===== src/rtl/gamepad_pkg.sv =====
// Shared constants for the SNES-style gamepad poller: FSM encodings, bit map of the
// 16-bit serial frame, and a small helper for cancelling opposing directions.
package gamepad_pkg;

    localparam int unsigned NUM_BITS = 16;

    localparam int unsigned BTN_B      = 0;
    localparam int unsigned BTN_Y      = 1;
    localparam int unsigned BTN_SELECT = 2;
    localparam int unsigned BTN_START  = 3;
    localparam int unsigned BTN_UP     = 4;
    localparam int unsigned BTN_DOWN   = 5;
    localparam int unsigned BTN_LEFT   = 6;
    localparam int unsigned BTN_RIGHT  = 7;
    localparam int unsigned BTN_A      = 8;
    localparam int unsigned BTN_X      = 9;
    localparam int unsigned BTN_L      = 10;
    localparam int unsigned BTN_R      = 11;
    localparam int unsigned ID_LSB     = 12;

    typedef logic [ID_LSB-1:0] btn_vec_t;

    typedef logic [2:0] state_t;
    localparam state_t ST_IDLE  = 3'd0;
    localparam state_t ST_LATCH = 3'd1;
    localparam state_t ST_GAP   = 3'd2;
    localparam state_t ST_LOW   = 3'd3;
    localparam state_t ST_HIGH  = 3'd4;
    localparam state_t ST_DONE  = 3'd5;

    // Returns {a_out, b_out}; both drop to 0 when a and b are pressed together.
    function automatic logic [1:0] resolve_pair(input logic a, input logic b);
        return {a & ~b, b & ~a};
    endfunction

endpackage


===== src/rtl/gamepad_reader_if.sv =====
// Button-level interface between the gamepad poller (master) and the game logic (slave).
interface gamepad_reader_if;

    logic        up;
    logic        down;
    logic        left;
    logic        right;
    logic        pause;
    logic        restart;
    logic        connected;
    logic        valid;
    logic [11:0] buttons;

    modport master (
        output up, down, left, right, pause, restart, connected, valid, buttons
    );

    modport slave (
        input up, down, left, right, pause, restart, connected, valid, buttons
    );

endinterface


===== src/rtl/gamepad_phase_timer.sv =====
// Down-counter for pad phase lengths: load with (length - 1), phase_end_o is high on the
// phase's last cycle.
module gamepad_phase_timer #(
    parameter int unsigned Width = 4
) (
    input  logic             clk,
    input  logic             rst,
    input  logic             load_i,
    input  logic [Width-1:0] len_i,
    output logic             phase_end_o
);

    logic [Width-1:0] cnt_q, cnt_d;

    always_comb begin
        cnt_d = cnt_q;
        if (load_i) begin
            cnt_d = len_i;
        end else if (cnt_q != '0) begin
            cnt_d = cnt_q - 1'b1;
        end
    end

    always_ff @(posedge clk) begin
        if (rst) begin
            cnt_q <= '0;
        end else begin
            cnt_q <= cnt_d;
        end
    end

    assign phase_end_o = (cnt_q == '0);

endmodule


===== src/rtl/gamepad_reader.sv =====
// SNES-style gamepad poller: drives latch/clock, shifts in 16 active-low bits and decodes
// them into game button levels. Optional macro GAMEPAD_DEBOUNCE_EN accepts a frame only
// when its decoded buttons match the previous frame.
module gamepad_reader
    import gamepad_pkg::*;
#(
    parameter int unsigned HALF_PERIOD = 150,
    parameter int unsigned POLL_CYCLES = 420000
) (
    input  logic             clk,
    input  logic             rst,
    input  logic             i_pad_data,
    output logic             o_pad_latch,
    output logic             o_pad_clk,
    gamepad_reader_if.master btn_if
);

    localparam int unsigned TimerW = $clog2(2 * HALF_PERIOD + 1);
    localparam int unsigned PollW  = $clog2(POLL_CYCLES);
    localparam int unsigned BitW   = $clog2(NUM_BITS);

    localparam logic [TimerW-1:0] LenLatch = TimerW'(2 * HALF_PERIOD - 1);
    localparam logic [TimerW-1:0] LenHalf  = TimerW'(HALF_PERIOD - 1);
    localparam logic [PollW-1:0]  PollLast = PollW'(POLL_CYCLES - 1);
    localparam logic [BitW-1:0]   BitLast  = BitW'(NUM_BITS - 1);

    state_t                state_q, state_d;
    logic [PollW-1:0]      poll_q, poll_d;
    logic [BitW-1:0]       bit_q, bit_d;
    logic [NUM_BITS-1:0]   shift_q, shift_d;
    logic                  pad_latch_q, pad_latch_d;
    logic                  pad_clk_q, pad_clk_d;

    logic                  timer_load;
    logic [TimerW-1:0]     timer_len;
    logic                  phase_end;

    gamepad_phase_timer #(
        .Width(TimerW)
    ) u_phase_timer (
        .clk        (clk),
        .rst        (rst),
        .load_i     (timer_load),
        .len_i      (timer_len),
        .phase_end_o(phase_end)
    );

    always_comb begin
        state_d    = state_q;
        bit_d      = bit_q;
        shift_d    = shift_q;
        timer_load = 1'b0;
        timer_len  = LenHalf;
        poll_d     = (poll_q == PollLast) ? '0 : poll_q + 1'b1;

        case (state_q)
            ST_IDLE: begin
                if (poll_q == '0) begin
                    state_d    = ST_LATCH;
                    timer_load = 1'b1;
                    timer_len  = LenLatch;
                end
            end
            ST_LATCH: begin
                if (phase_end) begin
                    state_d    = ST_GAP;
                    timer_load = 1'b1;
                end
            end
            ST_GAP: begin
                if (phase_end) begin
                    state_d    = ST_LOW;
                    bit_d      = '0;
                    timer_load = 1'b1;
                end
            end
            ST_LOW: begin
                // Pad data is stable for the whole low phase; take it at the very end.
                if (phase_end) begin
                    shift_d[bit_q] = ~i_pad_data;
                    state_d        = ST_HIGH;
                    timer_load     = 1'b1;
                end
            end
            ST_HIGH: begin
                if (phase_end) begin
                    if (bit_q == BitLast) begin
                        state_d = ST_DONE;
                    end else begin
                        bit_d      = bit_q + 1'b1;
                        state_d    = ST_LOW;
                        timer_load = 1'b1;
                    end
                end
            end
            ST_DONE:  state_d = ST_IDLE;
            default:  state_d = ST_IDLE;
        endcase

        pad_latch_d = (state_d == ST_LATCH);
        pad_clk_d   = (state_d != ST_LOW);
    end

    // Frame decode: a pad with any ID bit pressed is treated as absent.
    logic     frame_done;
    logic     connected;
    btn_vec_t btn;
    logic     accept;

    assign frame_done = (state_q == ST_DONE);
    assign connected  = (shift_q[NUM_BITS-1:ID_LSB] == '0);
    assign btn        = connected ? shift_q[ID_LSB-1:0] : '0;

`ifdef GAMEPAD_DEBOUNCE_EN
    btn_vec_t cand_q, cand_d;

    always_comb begin
        cand_d = frame_done ? btn : cand_q;
        accept = frame_done && (btn == cand_q);
    end

    always_ff @(posedge clk) begin
        if (rst) begin
            cand_q <= '0;
        end else begin
            cand_q <= cand_d;
        end
    end
`else
    assign accept = frame_done;
`endif

    logic     up_q, up_d, down_q, down_d, left_q, left_d, right_q, right_d;
    logic     pause_q, pause_d, restart_q, restart_d, conn_q, conn_d, valid_q, valid_d;
    logic     start_prev_q, start_prev_d;
    btn_vec_t buttons_q, buttons_d;
    logic [1:0] ud_res, lr_res;

    always_comb begin
        ud_res       = resolve_pair(btn[BTN_UP], btn[BTN_DOWN]);
        lr_res       = resolve_pair(btn[BTN_LEFT], btn[BTN_RIGHT]);
        up_d         = up_q;
        down_d       = down_q;
        left_d       = left_q;
        right_d      = right_q;
        pause_d      = pause_q;
        restart_d    = restart_q;
        conn_d       = conn_q;
        buttons_d    = buttons_q;
        start_prev_d = start_prev_q;
        valid_d      = accept;

        if (accept) begin
            {up_d, down_d}    = ud_res;
            {left_d, right_d} = lr_res;
            restart_d         = btn[BTN_SELECT];
            conn_d            = connected;
            buttons_d         = btn;
            start_prev_d      = btn[BTN_START];
            if (btn[BTN_SELECT]) begin
                pause_d = 1'b0;
            end else if (btn[BTN_START] && !start_prev_q) begin
                pause_d = ~pause_q;
            end
        end
    end

    always_ff @(posedge clk) begin
        if (rst) begin
            state_q      <= ST_IDLE;
            poll_q       <= '0;
            bit_q        <= '0;
            shift_q      <= '0;
            pad_latch_q  <= 1'b0;
            pad_clk_q    <= 1'b1;
            up_q         <= 1'b0;
            down_q       <= 1'b0;
            left_q       <= 1'b0;
            right_q      <= 1'b0;
            pause_q      <= 1'b0;
            restart_q    <= 1'b0;
            conn_q       <= 1'b0;
            valid_q      <= 1'b0;
            buttons_q    <= '0;
            start_prev_q <= 1'b0;
        end else begin
            state_q      <= state_d;
            poll_q       <= poll_d;
            bit_q        <= bit_d;
            shift_q      <= shift_d;
            pad_latch_q  <= pad_latch_d;
            pad_clk_q    <= pad_clk_d;
            up_q         <= up_d;
            down_q       <= down_d;
            left_q       <= left_d;
            right_q      <= right_d;
            pause_q      <= pause_d;
            restart_q    <= restart_d;
            conn_q       <= conn_d;
            valid_q      <= valid_d;
            buttons_q    <= buttons_d;
            start_prev_q <= start_prev_d;
        end
    end

    assign o_pad_latch       = pad_latch_q;
    assign o_pad_clk         = pad_clk_q;
    assign btn_if.up         = up_q;
    assign btn_if.down       = down_q;
    assign btn_if.left       = left_q;
    assign btn_if.right      = right_q;
    assign btn_if.pause      = pause_q;
    assign btn_if.restart    = restart_q;
    assign btn_if.connected  = conn_q;
    assign btn_if.valid      = valid_q;
    assign btn_if.buttons    = buttons_q;

endmodule

===== src/flat_wrapper.sv =====
// flat-port wrapper written by rule: the top's interface ports become plain ports
module gamepad_reader_flat import gamepad_pkg::*;
#(
    parameter int unsigned HALF_PERIOD = 150,
    parameter int unsigned POLL_CYCLES = 420000
)
  (clk, rst, i_pad_data, o_pad_latch, o_pad_clk, btn_if_up, btn_if_down, btn_if_left, btn_if_right, btn_if_pause, btn_if_restart, btn_if_connected, btn_if_valid, btn_if_buttons);
  gamepad_reader_if btn_if_i ();
  input  logic clk;
  input  logic rst;
  input  logic i_pad_data;
  output logic o_pad_latch;
  output logic o_pad_clk;
  output wire logic [$bits(btn_if_i.up)-1:0] btn_if_up;
  output wire logic [$bits(btn_if_i.down)-1:0] btn_if_down;
  output wire logic [$bits(btn_if_i.left)-1:0] btn_if_left;
  output wire logic [$bits(btn_if_i.right)-1:0] btn_if_right;
  output wire logic [$bits(btn_if_i.pause)-1:0] btn_if_pause;
  output wire logic [$bits(btn_if_i.restart)-1:0] btn_if_restart;
  output wire logic [$bits(btn_if_i.connected)-1:0] btn_if_connected;
  output wire logic [$bits(btn_if_i.valid)-1:0] btn_if_valid;
  output wire logic [$bits(btn_if_i.buttons)-1:0] btn_if_buttons;
  assign btn_if_up = btn_if_i.up;
  assign btn_if_down = btn_if_i.down;
  assign btn_if_left = btn_if_i.left;
  assign btn_if_right = btn_if_i.right;
  assign btn_if_pause = btn_if_i.pause;
  assign btn_if_restart = btn_if_i.restart;
  assign btn_if_connected = btn_if_i.connected;
  assign btn_if_valid = btn_if_i.valid;
  assign btn_if_buttons = btn_if_i.buttons;
  gamepad_reader #(.HALF_PERIOD(HALF_PERIOD), .POLL_CYCLES(POLL_CYCLES)) u_core (.clk(clk), .rst(rst), .i_pad_data(i_pad_data), .o_pad_latch(o_pad_latch), .o_pad_clk(o_pad_clk), .btn_if(btn_if_i));
endmodule

===== config.mk =====
export PLATFORM = sky130hd
export DESIGN_NAME = gamepad_reader_flat
export DESIGN_NICKNAME = d
export VERILOG_FILES = /design/src/rtl/gamepad_pkg.sv /design/src/rtl/gamepad_reader_if.sv /design/src/rtl/gamepad_phase_timer.sv /design/src/rtl/gamepad_reader.sv /design/src/flat_wrapper.sv
export SDC_FILE = /design/constraint.sdc
export NUM_CORES = 1
export LEC_CHECK = 0
export BUFFER_PORTS_ARGS = -buffer_cell sky130_fd_sc_hd__buf_2
export CAP_MARGIN = 20
export CORE_MARGIN = 5
export CORE_UTILIZATION = 50
export DETAILED_ROUTE_END_ITERATION = 16
export PLACE_DENSITY = 0.68
export SLEW_MARGIN = 25
export SYNTH_ARGS = -nofsm -noshare
export SYNTH_HDL_FRONTEND = slang
export SYNTH_SLANG_ARGS = --single-unit

===== constraint.sdc =====
create_clock -name clk -period 3.3 [get_ports clk]
set_input_delay 0.66 -clock clk [delete_from_list [all_inputs] [get_ports clk]]
set_output_delay 0.66 -clock clk [all_outputs]
set_load 0.005 [all_outputs]

-- Yosys cells after proc, flatten, opt, wreduce, memory -nomap -nowiden
Cells that the tools add are included.
Widths: inputs -> output; s select.
- add/subtract/negate cells: 3
- order comparisons: 2
- equal/unequal tests: 12
- multiplexer cells: 26
- bitwise operators: 10
- reduce and logical (&&, ||, !) cells: 16
- operators with widths (operator ; count):
    $mux 9 ; 4
    $add 19x1->19 const B ; 1
    $eq 19x19->1 const B ; 1
    $logic_not 19->1 ; 1
    $mux 3 ; 6
    $bwmux 16 ; 1
    $pmux 3 s5 ; 1
    $mux 12 ; 1
    $mux 4 ; 3
    $logic_not 9->1 ; 1
    $reduce_bool 9->1 ; 1
    $sub 9x1->9 const B ; 1
    $pmux 4 s2 ; 1
    $mux 1 ; 7
    $eq 3x1->1 const B ; 2
    $eq 3x2->1 const B ; 2
    $eq 3x3->1 const B ; 2
    $not 1->1 ; 6
    $reduce_bool 2->1 ; 3
    $lt 4x5->1 const B ; 1
    $add 4x1->4 const B ; 1
    $and 1x1->1 ; 4
    $demux 1 s4 ; 1
    $eq 4x4->1 const B ; 1
    13 further kinds ; 16
- register bits: 74
- bits of input ports: 3
- output and inout port bits: 22
- word-level logic and storage cells: 86

-- Longest topological paths before layout
- depth after elaboration: 5
- mapped depth: 7
- depth with buffers taken out: 6

-- Cells and area by module
A second synthesis with hierarchy kept.
- cells, all modules: 387
- area, all modules: 3311.9 um^2
- modules (own cells, without submodules) (module ; times used ; cells each ; area each (um^2) ; sequential area each (um^2)):
    gamepad_reader ; 1 ; 325 ; 2797.7 ; 1261.2
    gamepad_phase_timer ; 1 ; 62 ; 514.2 ; 180.2

-- Worst setup path before layout
OpenSTA, ideal clock, no wires.
- path type: register to register
- start: register u_core.u_phase_timer.cnt_q[0]
- end: register u_core.pad_clk_q, in the netlist u_core.o_pad_clk
- setup time: 122 ps
- arrival time: 1837 ps
- data required time: 3178 ps
- slack: 1341 ps
- stages on the path, launching flop included: 7
- buffers on the path: 0
- clock period less this slack: 1959 ps
- cell sequence: dfxtp_1 > inv_1 > ha_1 > nor4b_2 > nand2_1 > or3_1 > a311o_1
- longest elaborated chain between the ends: 4
- elaborated cells between the ends (all ways): 7
- those cells by class: 1 x eq/ne; 5 x mux; 1 x reduce/logical
- ends and longest elaborated chain (what ; line ; text):
    from (decl) ; gamepad_phase_timer.sv:13 ; logic [Width-1:0] cnt_q, cnt_d;
    from (signal assigned) ; gamepad_phase_timer.sv:28 ; cnt_q <= cnt_d;
    $logic_not 9->1 * ; gamepad_phase_timer.sv:32 ; assign phase_end_o = (cnt_q == '0);
    $mux 3, on equally long branches ; n/a ;
    $pmux 3 s5 * ; gamepad_reader.sv:56 ; case (state_q)
    $ne 3x2->1 * ; gamepad_reader.sv:101 ; pad_clk_d = (state_d != ST_LOW);
    to (signal assigned) ; gamepad_reader.sv:192 ; pad_clk_q <= pad_clk_d;
    to (decl) ; gamepad_reader.sv:32 ; logic pad_clk_q, pad_clk_d;
Every way passes the cells marked *; elsewhere a longest branch is shown, timed or not.
A chain may end at the register's enable or synchronous reset.

-- Final worst setup path
- start: register u_core.u_phase_timer.cnt_q[0]
- end: register u_core.shift_q[5]
- longest elaborated chain between the ends: 2
- ends and longest elaborated chain (what ; line ; text):
    $logic_not 9->1 ; gamepad_phase_timer.sv:32 ;
    $reduce_and 2->1 (no line) ; n/a ;
    to (signal assigned) ; gamepad_reader.sv:190 ; shift_q <= shift_d;
    to (decl) ; gamepad_reader.sv:30 ; logic [NUM_BITS-1:0] shift_q, shift_d;
No other way between the ends.

==> parameters.txt <==
Parameter                              Value

Timing
  Sum of negative setup slack    0 ps
  Normalized max-slew margin    39.94%
  Max Freq    440.3 MHz
  Time the worst path needs with I/O delays and setup    2271 ps
  Total count of max-transition violations in the final report    0
  Final Skew    14.14 ps
  Period utilization    68.82%
  Slew of the pin with the lowest slew margin    891.1 ps
  Hold Violations, Final    0
  Minimum setup slack in the final design    1029 ps
  Unrepaired setup endpoints after global routing    false
  Final setup violating endpoints    0

Synthesis
  EDFF count, synth    0
  Synthesized area    0.003347 mm^2
  Top area cells in the synthesized netlist    sky130_fd_sc_hd__dfxtp_1, sky130_fd_sc_hd__nor2_1, sky130_fd_sc_hd__a21oi_1
  Dominant cell type by area after synthesis    sky130_fd_sc_hd__dfxtp_1
  Proportion of synthesized flip-flops having asynchronous set or reset    0%
  Cell count after synthesis    385
  Most frequent cell after synthesis    sky130_fd_sc_hd__dfxtp_1
  Commonest cells in the netlist    sky130_fd_sc_hd__dfxtp_1, sky130_fd_sc_hd__nor2_1, sky130_fd_sc_hd__nand2_1
  Most frequently used flop master after synthesis    sky130_fd_sc_hd__dfxtp_1
  Fraction of synthesized cell area taken by the top area cell type    43.07%
  Count of different cell masters after synthesis    51
  Mean post-synth cell area    8.693 um^2
  Number of flip-flops and latches in the synthesized netlist    72
  Sequential element share of the synthesized area    43.07%
  Net count after synthesis    396
  Synth Warn #    0

Routing
  Post-DR vias/cell    6.006
  Antenna Violating Nets Remaining    0
  DRC Markers    0
  Routed wire per std cell    15.24 um
  Violation count after the first detailed-routing iteration    140
  Initial DRT Pass Iterations    5
  Overall routed net length    7.285 mm
  Routed via count    2,871

Floorplanning
  Core ar.    0.006422 mm^2
  Die area    0.008430 mm^2
  Top-Level Pins    25
  Initial standard-cell utilization of the core    52.11%
  Die Span Y    91.82 um
  Cell row count    29
  Die W    91.82 um

Critical path
  Worst setup EP type    flip-flop
  WP data arrival    2560 ps
  Worst-path maximum fanout    23
  Critical path start-end classification    flip-flop to flip-flop
  Launching instance or port of the critical path    u_core.u_phase_timer.cnt_q[0]
  Reg2reg start    u_core.u_phase_timer.cnt_q[0]
  Slowest-stage cell, CP    sky130_fd_sc_hd__or4b_1
  Cell-by-cell listing of the critical path    inv_1, ha_1, or4b_1, nor4_4, buf_4, and4b_1, mux2i_1
  Largest stage delay on the critical path    540 ps
  FF-to-FF setup slack    1030 ps
  Required @ worst endpoint    3590 ps
  Startpoint kind of the worst setup timing path    flip-flop

Global route
  Global-route congestion overflow total    0
  Wire length of the first global-routing pass    12.79 mm
  Total Routing Usage GR    18.45%
  Via count of the first global-routing pass    2,720
  Antenna violations before repair    0
  Maximum number of pins on one net before global-route repair    48

Finish
  Final Net Count    407
  Layout cell share with drive strength beyond 1    13.22%
  Core occupancy in the finished layout    57.51%
  Signed area change from the synthesized netlist to the final layout    10.36%
  Filler cell count in the final layout    584
  Post-route cell area    0.003694 mm^2
  Antenna diodes    0

Pwr
  Leakage Power    0.001363 uW
  Final Total Pwr    2293 uW
  IR Drop Worst-Case VDD    0.4077 mV
  Power Dens Cells    620.8 mW/mm^2

Clock network
  CTS-repair resized insts    0
  CTS clk-pin slew, worst paths    90 ps
  Hold buffer count at CTS    0
  CTS tree    done
  # clock sinks    72
  Clock tree buffer depth    2
  Root buffer cell    sky130_fd_sc_hd__clkbuf_8
  Clock latency at the later pin of the worst-skew pair    360 ps
  Post-CTS Repair Setup Buffers    0
  Total number of H-tree levels    3
  Number of clock buffers inserted by TritonCTS    9

Place
  Worst-case setup slack after placement    1072 ps
  Count of input and output buffers    24
  Cell Area, Placed    0.003467 mm^2
  Final weighted congestion in routability-driven placement    0.8303
  Dpl hpwl    4.902 mm

Run
  Max-cap violation count    0

Min path
  Start point of the worst hold path    u_core.btn_if.buttons[6]
  Path category of the worst min-delay check    flip-flop to flip-flop

Outcome
  Outcome    finished, final reports clean
## worst max-delay path, delay by kind of cell, from the launching register on
| kind | cells | cell delay, ps |
|---|---|---|
| AND/OR/NAND/NOR | 3 | 1050 |
| flip-flops | 1 | 350 |
| multiplexers | 1 | 220 |
| buffers and inverters | 2 | 380 |
| adder cells (fa/ha/maj) | 1 | 210 |
## power by group
part	switching, uW	internal (uW)
logic	280	199
clock network	359	436
registers	89.9	929
## layer usage
metal / up-vias / wire length (um) / GRT usage (%)
li1: 1438 / - / -
met1: 1356 / 3376 / 23.44
met2: 66 / 3458 / 30.13
met3: 11 / 344 / 5.155
met4: 0 / 105 / 6.436
met5: - / 0 / 0
## flip-flops by register name, summed over array words and instances, names as in the netlist, 3 cells and up
register	flops
u_core.bit_q	4
u_core.btn_if.buttons	12
u_core.poll_q	19
u_core.shift_q	16
u_core.state_q	3
u_core.u_phase_timer.cnt_q	9
## cell families after synthesis
family / synth area share (%)
and+or+nand+nor: 26.13
AOI/OAI and AO/OA: 17.68
muxes: 1.495
xor gates and xnor gates: 3.402
buffers and inverters: 5.233
DFF: 43.07
adders and majority gates: 2.991
## worst paths after layout
path                                   end  depth (start not counted)
setup / recovery         u_core.shift_q[5]                          7
hold / removal    u_core.btn_if.buttons[6]                          2
setup reg to reg         u_core.shift_q[5]                          7
hold reg to reg   u_core.btn_if.buttons[6]                          2
## per-stage QoR
stage | cells | hold slack (ps)
2_1_floorplan | 385 | 437.7
3_3_place_gp | 462 | 442.8
3_5_place_dp | 462 | 444.5
4_1_cts | 478 | 456.8
5_1_grt | 478 | 487.0
6_report | 478 | 457.7
## area by class of cell
cell class / count / area, um^2 / area share, %
clock inverters: 7 / 102.6 / 2.778
well taps: 77 / 96.34 / 2.608
repair buffers: 27 / 142.6 / 3.862
flip-flops and latches: 72 / 1441 / 39.02
multi-input cells: 271 / 1730 / 46.85
inverters: 15 / 56.30 / 1.524
clock buffers: 9 / 123.9 / 3.354
## cells in the final DEF (no fill, tap or decap), types with 9 or more instances in the layout
cell type and n:
sky130_fd_sc_hd__inv_1 15, sky130_fd_sc_hd__a311oi_1 10, sky130_fd_sc_hd__or4_1 10, sky130_fd_sc_hd__nand2_1 27, sky130_fd_sc_hd__dfxtp_1 72, sky130_fd_sc_hd__buf_2 24, sky130_fd_sc_hd__a31oi_1 16, sky130_fd_sc_hd__clkbuf_8 9
sky130_fd_sc_hd__nand4_1 9, sky130_fd_sc_hd__a21oi_1 22, sky130_fd_sc_hd__nor2_1 42, sky130_fd_sc_hd__nand3_1 17
Power figures use the tool's default switching activity.
